File: src/rtl/stage_fetch_if.sv
// Fetch-stage bundle: hazard controls, imem request/response, decode outputs.
// Latency: none, wires only.
// Backpressure: none here; fe_stall/imem_rvalid are carried to the fetch stage.
interface stage_fetch_if;
  logic        fe_stall;
  logic        de_flush;
  logic        ex_pc_src;
  logic [31:0] ex_pc_target;
  logic        imem_req;
  logic [31:0] imem_addr;
  logic        imem_rvalid;
  logic [31:0] imem_rdata;
  logic [31:0] de_instr;
  logic [31:0] de_pc;
  logic [31:0] de_pc_plus4;

  // Fetch-stage side.
  modport master (
    input  fe_stall, de_flush, ex_pc_src, ex_pc_target, imem_rvalid, imem_rdata,
    output imem_req, imem_addr, de_instr, de_pc, de_pc_plus4
  );

  // Environment side: hazard unit, execute redirect, instruction memory, decode.
  modport slave (
    output fe_stall, de_flush, ex_pc_src, ex_pc_target, imem_rvalid, imem_rdata,
    input  imem_req, imem_addr, de_instr, de_pc, de_pc_plus4
  );
endinterface

File: src/rtl/stage_fetch.sv
// Instruction fetch: owns the PC, single-outstanding imem requests, decode regs.
// Latency: request edge N, 1-cycle memory, instruction on de_* after edge N+2.
// Backpressure: fe_stall freezes decode regs; one early response is buffered.
module stage_fetch #(
  parameter logic [31:0] RESET_PC  = 32'h0000_0000,
  parameter logic [31:0] NOP_INSTR = 32'h0000_0000
) (
  input  logic          clk,
  input  logic          rst,
  stage_fetch_if.master bus
);

  typedef enum logic [1:0] {
    ST_FETCH,
    ST_WAIT,
    ST_HOLD,
    ST_DROP
  } state_e;

  state_e      state_q, state_d;
  logic [31:0] pc_q, pc_d;
  logic [31:0] hold_q, hold_d;
  logic [31:0] de_instr_q, de_instr_d;
  logic [31:0] de_pc_q, de_pc_d;
  logic [31:0] de_pc_plus4_q, de_pc_plus4_d;

  logic        req;
  logic [31:0] addr;
  logic        deliver;
  logic [31:0] deliver_instr;
  logic [31:0] pc_plus4;
  logic [31:0] redirect_pc;

  assign pc_plus4    = pc_q + 32'd4;
  assign redirect_pc = bus.ex_pc_target & 32'hFFFF_FFFC;

  // Sequencing: redirect always wins; a stalled response parks in hold_q.
  always_comb begin
    state_d       = state_q;
    pc_d          = pc_q;
    hold_d        = hold_q;
    req           = 1'b0;
    addr          = pc_q;
    deliver       = 1'b0;
    deliver_instr = hold_q;
    unique case (state_q)
      ST_FETCH: begin
        if (bus.ex_pc_src) begin
          pc_d = redirect_pc;
        end else begin
          req     = 1'b1;
          state_d = ST_WAIT;
        end
      end
      ST_WAIT: begin
        if (bus.ex_pc_src) begin
          pc_d    = redirect_pc;
          // A response arriving with the redirect is stale and simply dropped.
          state_d = bus.imem_rvalid ? ST_FETCH : ST_DROP;
        end else if (bus.imem_rvalid) begin
          if (bus.fe_stall) begin
            hold_d  = bus.imem_rdata;
            state_d = ST_HOLD;
          end else begin
            deliver       = 1'b1;
            deliver_instr = bus.imem_rdata;
            req           = 1'b1;
            addr          = pc_plus4;
            pc_d          = pc_plus4;
          end
        end
      end
      ST_HOLD: begin
        if (bus.ex_pc_src) begin
          pc_d    = redirect_pc;
          state_d = ST_FETCH;
        end else if (!bus.fe_stall) begin
          deliver       = 1'b1;
          deliver_instr = hold_q;
          req           = 1'b1;
          addr          = pc_plus4;
          pc_d          = pc_plus4;
          state_d       = ST_WAIT;
        end
      end
      ST_DROP: begin
        // Newest redirect wins while the stale response is still in flight.
        if (bus.ex_pc_src) begin
          pc_d = redirect_pc;
        end
        if (bus.imem_rvalid) begin
          state_d = ST_FETCH;
        end
      end
      default: begin
        state_d = ST_FETCH;
      end
    endcase
  end

  // Decode registers: flush beats stall beats delivery; otherwise a bubble.
  always_comb begin
    de_instr_d    = NOP_INSTR;
    de_pc_d       = 32'd0;
    de_pc_plus4_d = 32'd0;
    if (bus.de_flush) begin
      de_instr_d    = NOP_INSTR;
      de_pc_d       = 32'd0;
      de_pc_plus4_d = 32'd0;
    end else if (bus.fe_stall) begin
      de_instr_d    = de_instr_q;
      de_pc_d       = de_pc_q;
      de_pc_plus4_d = de_pc_plus4_q;
    end else if (deliver) begin
      de_instr_d    = deliver_instr;
      de_pc_d       = pc_q;
      de_pc_plus4_d = pc_plus4;
    end
  end

  // State and pipeline registers; reset drops any in-flight response.
  always_ff @(posedge clk or posedge rst) begin
    if (rst) begin
      state_q       <= ST_FETCH;
      pc_q          <= RESET_PC & 32'hFFFF_FFFC;
      hold_q        <= 32'd0;
      de_instr_q    <= NOP_INSTR;
      de_pc_q       <= 32'd0;
      de_pc_plus4_q <= 32'd0;
    end else begin
      state_q       <= state_d;
      pc_q          <= pc_d;
      hold_q        <= hold_d;
      de_instr_q    <= de_instr_d;
      de_pc_q       <= de_pc_d;
      de_pc_plus4_q <= de_pc_plus4_d;
    end
  end

  assign bus.imem_req    = req;
  assign bus.imem_addr   = addr;
  assign bus.de_instr    = de_instr_q;
  assign bus.de_pc       = de_pc_q;
  assign bus.de_pc_plus4 = de_pc_plus4_q;

endmodule

File: src/flat_wrapper.sv
// flat-port wrapper written by rule: the top's interface ports become plain ports
module stage_fetch_flat 
#(
  parameter logic [31:0] RESET_PC  = 32'h0000_0000,
  parameter logic [31:0] NOP_INSTR = 32'h0000_0000
)
  (clk, rst, bus_fe_stall, bus_de_flush, bus_ex_pc_src, bus_ex_pc_target, bus_imem_rvalid, bus_imem_rdata, bus_imem_req, bus_imem_addr, bus_de_instr, bus_de_pc, bus_de_pc_plus4);
  stage_fetch_if bus_i ();
  input  logic clk;
  input  logic rst;
  input wire logic [$bits(bus_i.fe_stall)-1:0] bus_fe_stall;
  input wire logic [$bits(bus_i.de_flush)-1:0] bus_de_flush;
  input wire logic [$bits(bus_i.ex_pc_src)-1:0] bus_ex_pc_src;
  input wire logic [$bits(bus_i.ex_pc_target)-1:0] bus_ex_pc_target;
  input wire logic [$bits(bus_i.imem_rvalid)-1:0] bus_imem_rvalid;
  input wire logic [$bits(bus_i.imem_rdata)-1:0] bus_imem_rdata;
  output wire logic [$bits(bus_i.imem_req)-1:0] bus_imem_req;
  output wire logic [$bits(bus_i.imem_addr)-1:0] bus_imem_addr;
  output wire logic [$bits(bus_i.de_instr)-1:0] bus_de_instr;
  output wire logic [$bits(bus_i.de_pc)-1:0] bus_de_pc;
  output wire logic [$bits(bus_i.de_pc_plus4)-1:0] bus_de_pc_plus4;
  assign bus_i.fe_stall = bus_fe_stall;
  assign bus_i.de_flush = bus_de_flush;
  assign bus_i.ex_pc_src = bus_ex_pc_src;
  assign bus_i.ex_pc_target = bus_ex_pc_target;
  assign bus_i.imem_rvalid = bus_imem_rvalid;
  assign bus_i.imem_rdata = bus_imem_rdata;
  assign bus_imem_req = bus_i.imem_req;
  assign bus_imem_addr = bus_i.imem_addr;
  assign bus_de_instr = bus_i.de_instr;
  assign bus_de_pc = bus_i.de_pc;
  assign bus_de_pc_plus4 = bus_i.de_pc_plus4;
  stage_fetch #(.RESET_PC(RESET_PC), .NOP_INSTR(NOP_INSTR)) u_core (.clk(clk), .rst(rst), .bus(bus_i));
endmodule
File: config.mk
export PLATFORM = sky130hd
export DESIGN_NAME = stage_fetch_flat
export DESIGN_NICKNAME = d
export VERILOG_FILES = /design/src/rtl/stage_fetch_if.sv /design/src/rtl/stage_fetch.sv /design/src/flat_wrapper.sv
export SDC_FILE = /design/constraint.sdc
export NUM_CORES = 1
export LEC_CHECK = 0
export ABC_AREA = 0
export BUFFER_PORTS_ARGS = -buffer_cell sky130_fd_sc_hd__buf_2
export CAP_MARGIN = 0
export CORE_UTILIZATION = 56
export CTS_CLUSTER_DIAMETER = 50
export CTS_CLUSTER_SIZE = 40
export DETAILED_ROUTE_END_ITERATION = 10
export GPL_TIMING_DRIVEN = 0
export MAX_ROUTING_LAYER = met4
export PLACE_DENSITY = 0.83
export SLEW_MARGIN = 40
export SYNTH_ARGS = -nofsm -noshare
export SYNTH_HDL_FRONTEND = slang
export SYNTH_SLANG_ARGS = --single-unit
File: constraint.sdc
create_clock -name clk -period 5.3 [get_ports clk]
set_input_delay 0.265 -clock clk [delete_from_list [all_inputs] [get_ports clk]]
set_output_delay 0.265 -clock clk [all_outputs]
set_load 0.005 [all_outputs]
==> flow_metrics.tcl <==
set metrics [dict create \
    status "finished clean" \
    fp-row-count 47 \
    global_route.overflow_total 0 \
    setup.worst_path.start_class "register" \
    place_congestion 1.07 \
    critical_path.slowest_cell "sky130_fd_sc_hd__buf_1" \
    worst_slew_pin_slew_ns 0.989 \
    finish.utilization_pct 69.5 \
    power.share.clock_pct 21.5 \
    place.detailed.instances 1510 \
    final_nets 1387 \
    timing.critical_path.arrival_ns 4.14 \
    final-hold-violation-count 0 \
    core_area_um2 16600 \
    synth_area_leader_cell "sky130_fd_sc_hd__dfrtp_1" \
    yosys_register_bits 157 \
    globalRouteMet1Util_pct 54.7 \
    reg2reg_setup_slack_ns 1.36 \
    average_instance_area_after_synthesis_um2 8.78 \
    yosys_warnings 0 \
    dieArea_um2 17700 \
    io_buffers 193 \
    report.final.slew_viol_count 0 \
    avgRoutedWirePerCell_um 23.8 \
    synthMostInstantiatedCell "sky130_fd_sc_hd__dfrtp_1" \
    first_global_vias 9570 \
    p_leak_nw 5.41 \
    worstPathRequired_ns 5.04 \
    number_of_synthesized_flops_with_an_enable_pin 0 \
    critical_path_buf_inv_count 5 \
    synthArstFlopShare_pct 100 \
    comb_power_share_pct 52.2 \
    drtAntennaViolNets 0 \
    final.fill_count 1353 \
    fp.dieW_um 133 \
    crit_path_cell_trace "inv_1 > ha_1 > clkbuf_1 > nor2b_1 > clkbuf_1 > buf_1 > o21ai_0 > a21oi_1 > buf_2" \
    timing.critical_path.mode_cell "sky130_fd_sc_hd__clkbuf_1" \
    cts-root-buf "sky130_fd_sc_hd__clkbuf_16" \
    final_period_minus_worst_setup_slack_ns 4.40 \
    maximum_number_of_pins_on_one_net_before_global_route_repair 77 \
    internal_power_mw 3.39 \
    rr_worst_depth 10 \
    crit_family "buffers and inverters" \
    fin_crit_sh_pct 83.1 \
    tritoncts.num_buffers 17 \
    first_pass_grt_wire_length_um 55200 \
    global_route.usage.total_pct 43.0 \
    netSwitchingFraction_pct 46.0 \
    whs_path_depth 3 \
    holdPathEnd "u_core.pc_q[23]" \
    first_pass_iters 8 \
    dr_total_vias 10100 \
    crit_path_max_incr_delay_ns 0.71 \
    post-dp-hpwl_um 26100 \
    design.portCount 199 \
    cp-end-kind "output pin" \
    worst_r2r_startpoint "u_core.state_q[1]" \
    h-tree-depth 4 \
    detail_route.vias_per_cell 6.56 \
    use_met3_pct 9.04 \
    fmaxAchievable_ghz 0.227 \
    clkLatencyLatePin_ns 0.45 \
    vdd.ir_drop.worst_mv 0.339 \
    non_filler_instance_count_after_layout 1543 \
    ys_seq_area_share_pct 40.9 \
    fin_skew_ns 0.0138 \
    drt_iter0_markers 1244 \
    drt-total-wl_um 36700 \
    cts.clk_slew.worst_paths_ns 0.07 \
    syn_inst 1094 \
    number_of_buffers_between_clock_root_and_the_deepest_sink 2 \
    ys_types 75 \
    timing.hold.worst.class "in2reg" \
    power_per_cell_area_nw_per_um2 542 \
    drive_gt1_share_pct 23.8 \
    cell_area_after_synthesis_um2 9600 \
    finalSetupViolations 0 \
    post_cts.resized_instances 0 \
    insertedDiodeCount 0 \
    die-height_um 133 \
    drv_cap 0 \
    yosys_most_used_dff "sky130_fd_sc_hd__dfrtp_1" \
    worst_r2r_endpoint "u_core.bus.de_pc_plus4[20]" \
    synth_top_area_share_pct 40.9 \
    ctsHoldBuffers 1 \
    drcViolationCount 0 \
    grt_setup_unrepaired "false" \
    clock_sink_count 157 \
    total_switching_power_mw 2.88 \
    area.growth.synth_to_final_pct 20.4 \
    grt_antenna_before_repair 0 \
    postCtsSetupBuffers 0 \
    timing.critical_path.depth 9 \
    grt.met2_usage_pct 64.4 \
    global_route.peak_usage_layer "met2" \
    cp_max_fo 10 \
    finalSetupTns_ns 0 \
    timing.setup.critical_path_class "reg2out" \
    yosys-top-cells-area "sky130_fd_sc_hd__dfrtp_1, sky130_fd_sc_hd__nand2_1, sky130_fd_sc_hd__o21ai_0" \
    synth.cells.most_frequent "sky130_fd_sc_hd__dfrtp_1, sky130_fd_sc_hd__nand2_1, sky130_fd_sc_hd__o21ai_0" \
    tritoncts "yes" \
    maxSlewHeadroom_pct 34.1 \
    holdCritStartpoint "bus_ex_pc_target[23]" \
    power.share.sequential_pct 26.3 \
    floorplan.initialDensity_pct 57.7 \
]
logic make-up (layout without fill, tap and decap cells):
| kind of cell | after synthesis | after routing | share of synthesized area (%) |
|---|---|---|---|
| and+or+nand+nor | 375 | 375 | 18.9 |
| AOI/OAI and AO/OA | 301 | 301 | 20.6 |
| DFF | 157 | 157 | 40.9 |
| buffers and inverters | 123 | 351 | 5.37 |
| muxes | 72 | 72 | 7.95 |
| xor gates and xnor gates | 58 | 58 | 5.29 |
| adders and majority gates | 7 | 7 | 0.912 |
| other | 1 | 2 | 0.0391 |
cell type report:
class                      instances  area (um^2)  area share (%)
buffer                           110          468            4.05
clock inverter                    14          198            1.71
timing repair buffer             196         1030            8.91
clock buffer                      18          429            3.71
inverter                          13         56.3           0.487
sequential                       157         3930            34.0
tap                              220          275            2.38
multi-input combinational        815         5180            44.8
registers in the layout, indices dropped and copies added, names as in the netlist:
name / count
u_core.bus.de_pc: 30
u_core.pc_q: 30
u_core.bus.de_instr: 32
u_core.state_q: 2
u_core.hold_q: 32
u_core.bus.de_pc_plus4: 31
power groups by stage:
stage | Combinational (mW) | Clock, mW | Sequential (mW)
global route | 3.44 | 1.38 | 1.68
detailed placement | 3.12 | 0 | 1.67
CTS | 3.14 | 1.34 | 1.64
finish | 3.27 | 1.35 | 1.65
floorplan | 2.04 | 0 | 1.63
global placement | 3.08 | 0 | 1.65
routing by layer:
metal / up-vias / part of all wire (%)
met5: - / 0
met4: 0 / 5.6
met3: 198 / 11
met2: 742 / 44
met1: 4821 / 39
li1: 4366 / -
stage by stage:
step / hold slack [ns] / power (mW) / setup WS (ns) / instance area [um^2]
2_1_floorplan: 0.380 / 3.67 / 0.800 / 9610
3_3_place_gp: 0.456 / 4.73 / -0.901 / 10800
3_5_place_dp: 0.174 / 4.78 / 1.57 / 10900
4_1_cts: 0.0300 / 6.12 / 1.09 / 11600
5_1_grt: 0.0478 / 6.50 / 0.837 / 11600
6_report: 0.0257 / 6.27 / 0.895 / 11600
layout by cell type (no fill, tap or decap), types with 5 or more instances in the layout:
cell	instances
sky130_fd_sc_hd__a21o_1	7
sky130_fd_sc_hd__a21oi_1	46
sky130_fd_sc_hd__a221o_1	6
sky130_fd_sc_hd__a22o_1	30
sky130_fd_sc_hd__a31oi_1	9
sky130_fd_sc_hd__and2_1	5
sky130_fd_sc_hd__and3_1	6
sky130_fd_sc_hd__and4_1	7
sky130_fd_sc_hd__buf_1	12
sky130_fd_sc_hd__buf_2	212
sky130_fd_sc_hd__buf_4	6
sky130_fd_sc_hd__clkbuf_1	72
sky130_fd_sc_hd__clkbuf_16	17
sky130_fd_sc_hd__dfrtp_1	157
sky130_fd_sc_hd__ha_1	7
sky130_fd_sc_hd__inv_1	11
sky130_fd_sc_hd__inv_6	5
sky130_fd_sc_hd__mux2_2	34
sky130_fd_sc_hd__mux2i_1	38
sky130_fd_sc_hd__nand2_1	151
sky130_fd_sc_hd__nand2b_1	7
sky130_fd_sc_hd__nand3_1	36
sky130_fd_sc_hd__nand4_1	12
sky130_fd_sc_hd__nor2_1	71
sky130_fd_sc_hd__nor3_1	31
sky130_fd_sc_hd__nor4_1	16
sky130_fd_sc_hd__nor4_2	5
sky130_fd_sc_hd__o21ai_0	113
sky130_fd_sc_hd__o221ai_1	5
sky130_fd_sc_hd__o22ai_1	8
sky130_fd_sc_hd__o31a_1	8
sky130_fd_sc_hd__o31ai_1	14
sky130_fd_sc_hd__or4_1	5
sky130_fd_sc_hd__xnor2_1	39
sky130_fd_sc_hd__xor2_1	19
worst max-delay path by stage:
stage | start | end | slack, ns
global placement | rst | u_core.bus.de_pc_plus4[19] | -0.90
global route | u_core.state_q[1] | bus_imem_addr[4] | 0.84
finish | u_core.state_q[1] | bus_imem_addr[4] | 0.90
detailed placement | u_core.state_q[1] | u_core.bus.de_pc_plus4[14] | 1.57
CTS | u_core.state_q[1] | bus_imem_addr[4] | 1.09
floorplan | rst | u_core.bus.de_instr[0] | 0.80
worst register-to-register path, cell delays in order, from the launching register on:
cell                       delay, ns
sky130_fd_sc_hd__dfrtp_1        0.45
sky130_fd_sc_hd__inv_1          0.13
sky130_fd_sc_hd__ha_1           0.23
sky130_fd_sc_hd__inv_1          0.15
sky130_fd_sc_hd__nor2_1         0.66
sky130_fd_sc_hd__nand2_1        0.47
sky130_fd_sc_hd__a211oi_1       0.69
sky130_fd_sc_hd__nand2b_1       0.18
sky130_fd_sc_hd__clkbuf_1       0.33
sky130_fd_sc_hd__clkbuf_1       0.31
sky130_fd_sc_hd__o21ai_0        0.24
Power figures use the tool's default switching activity.
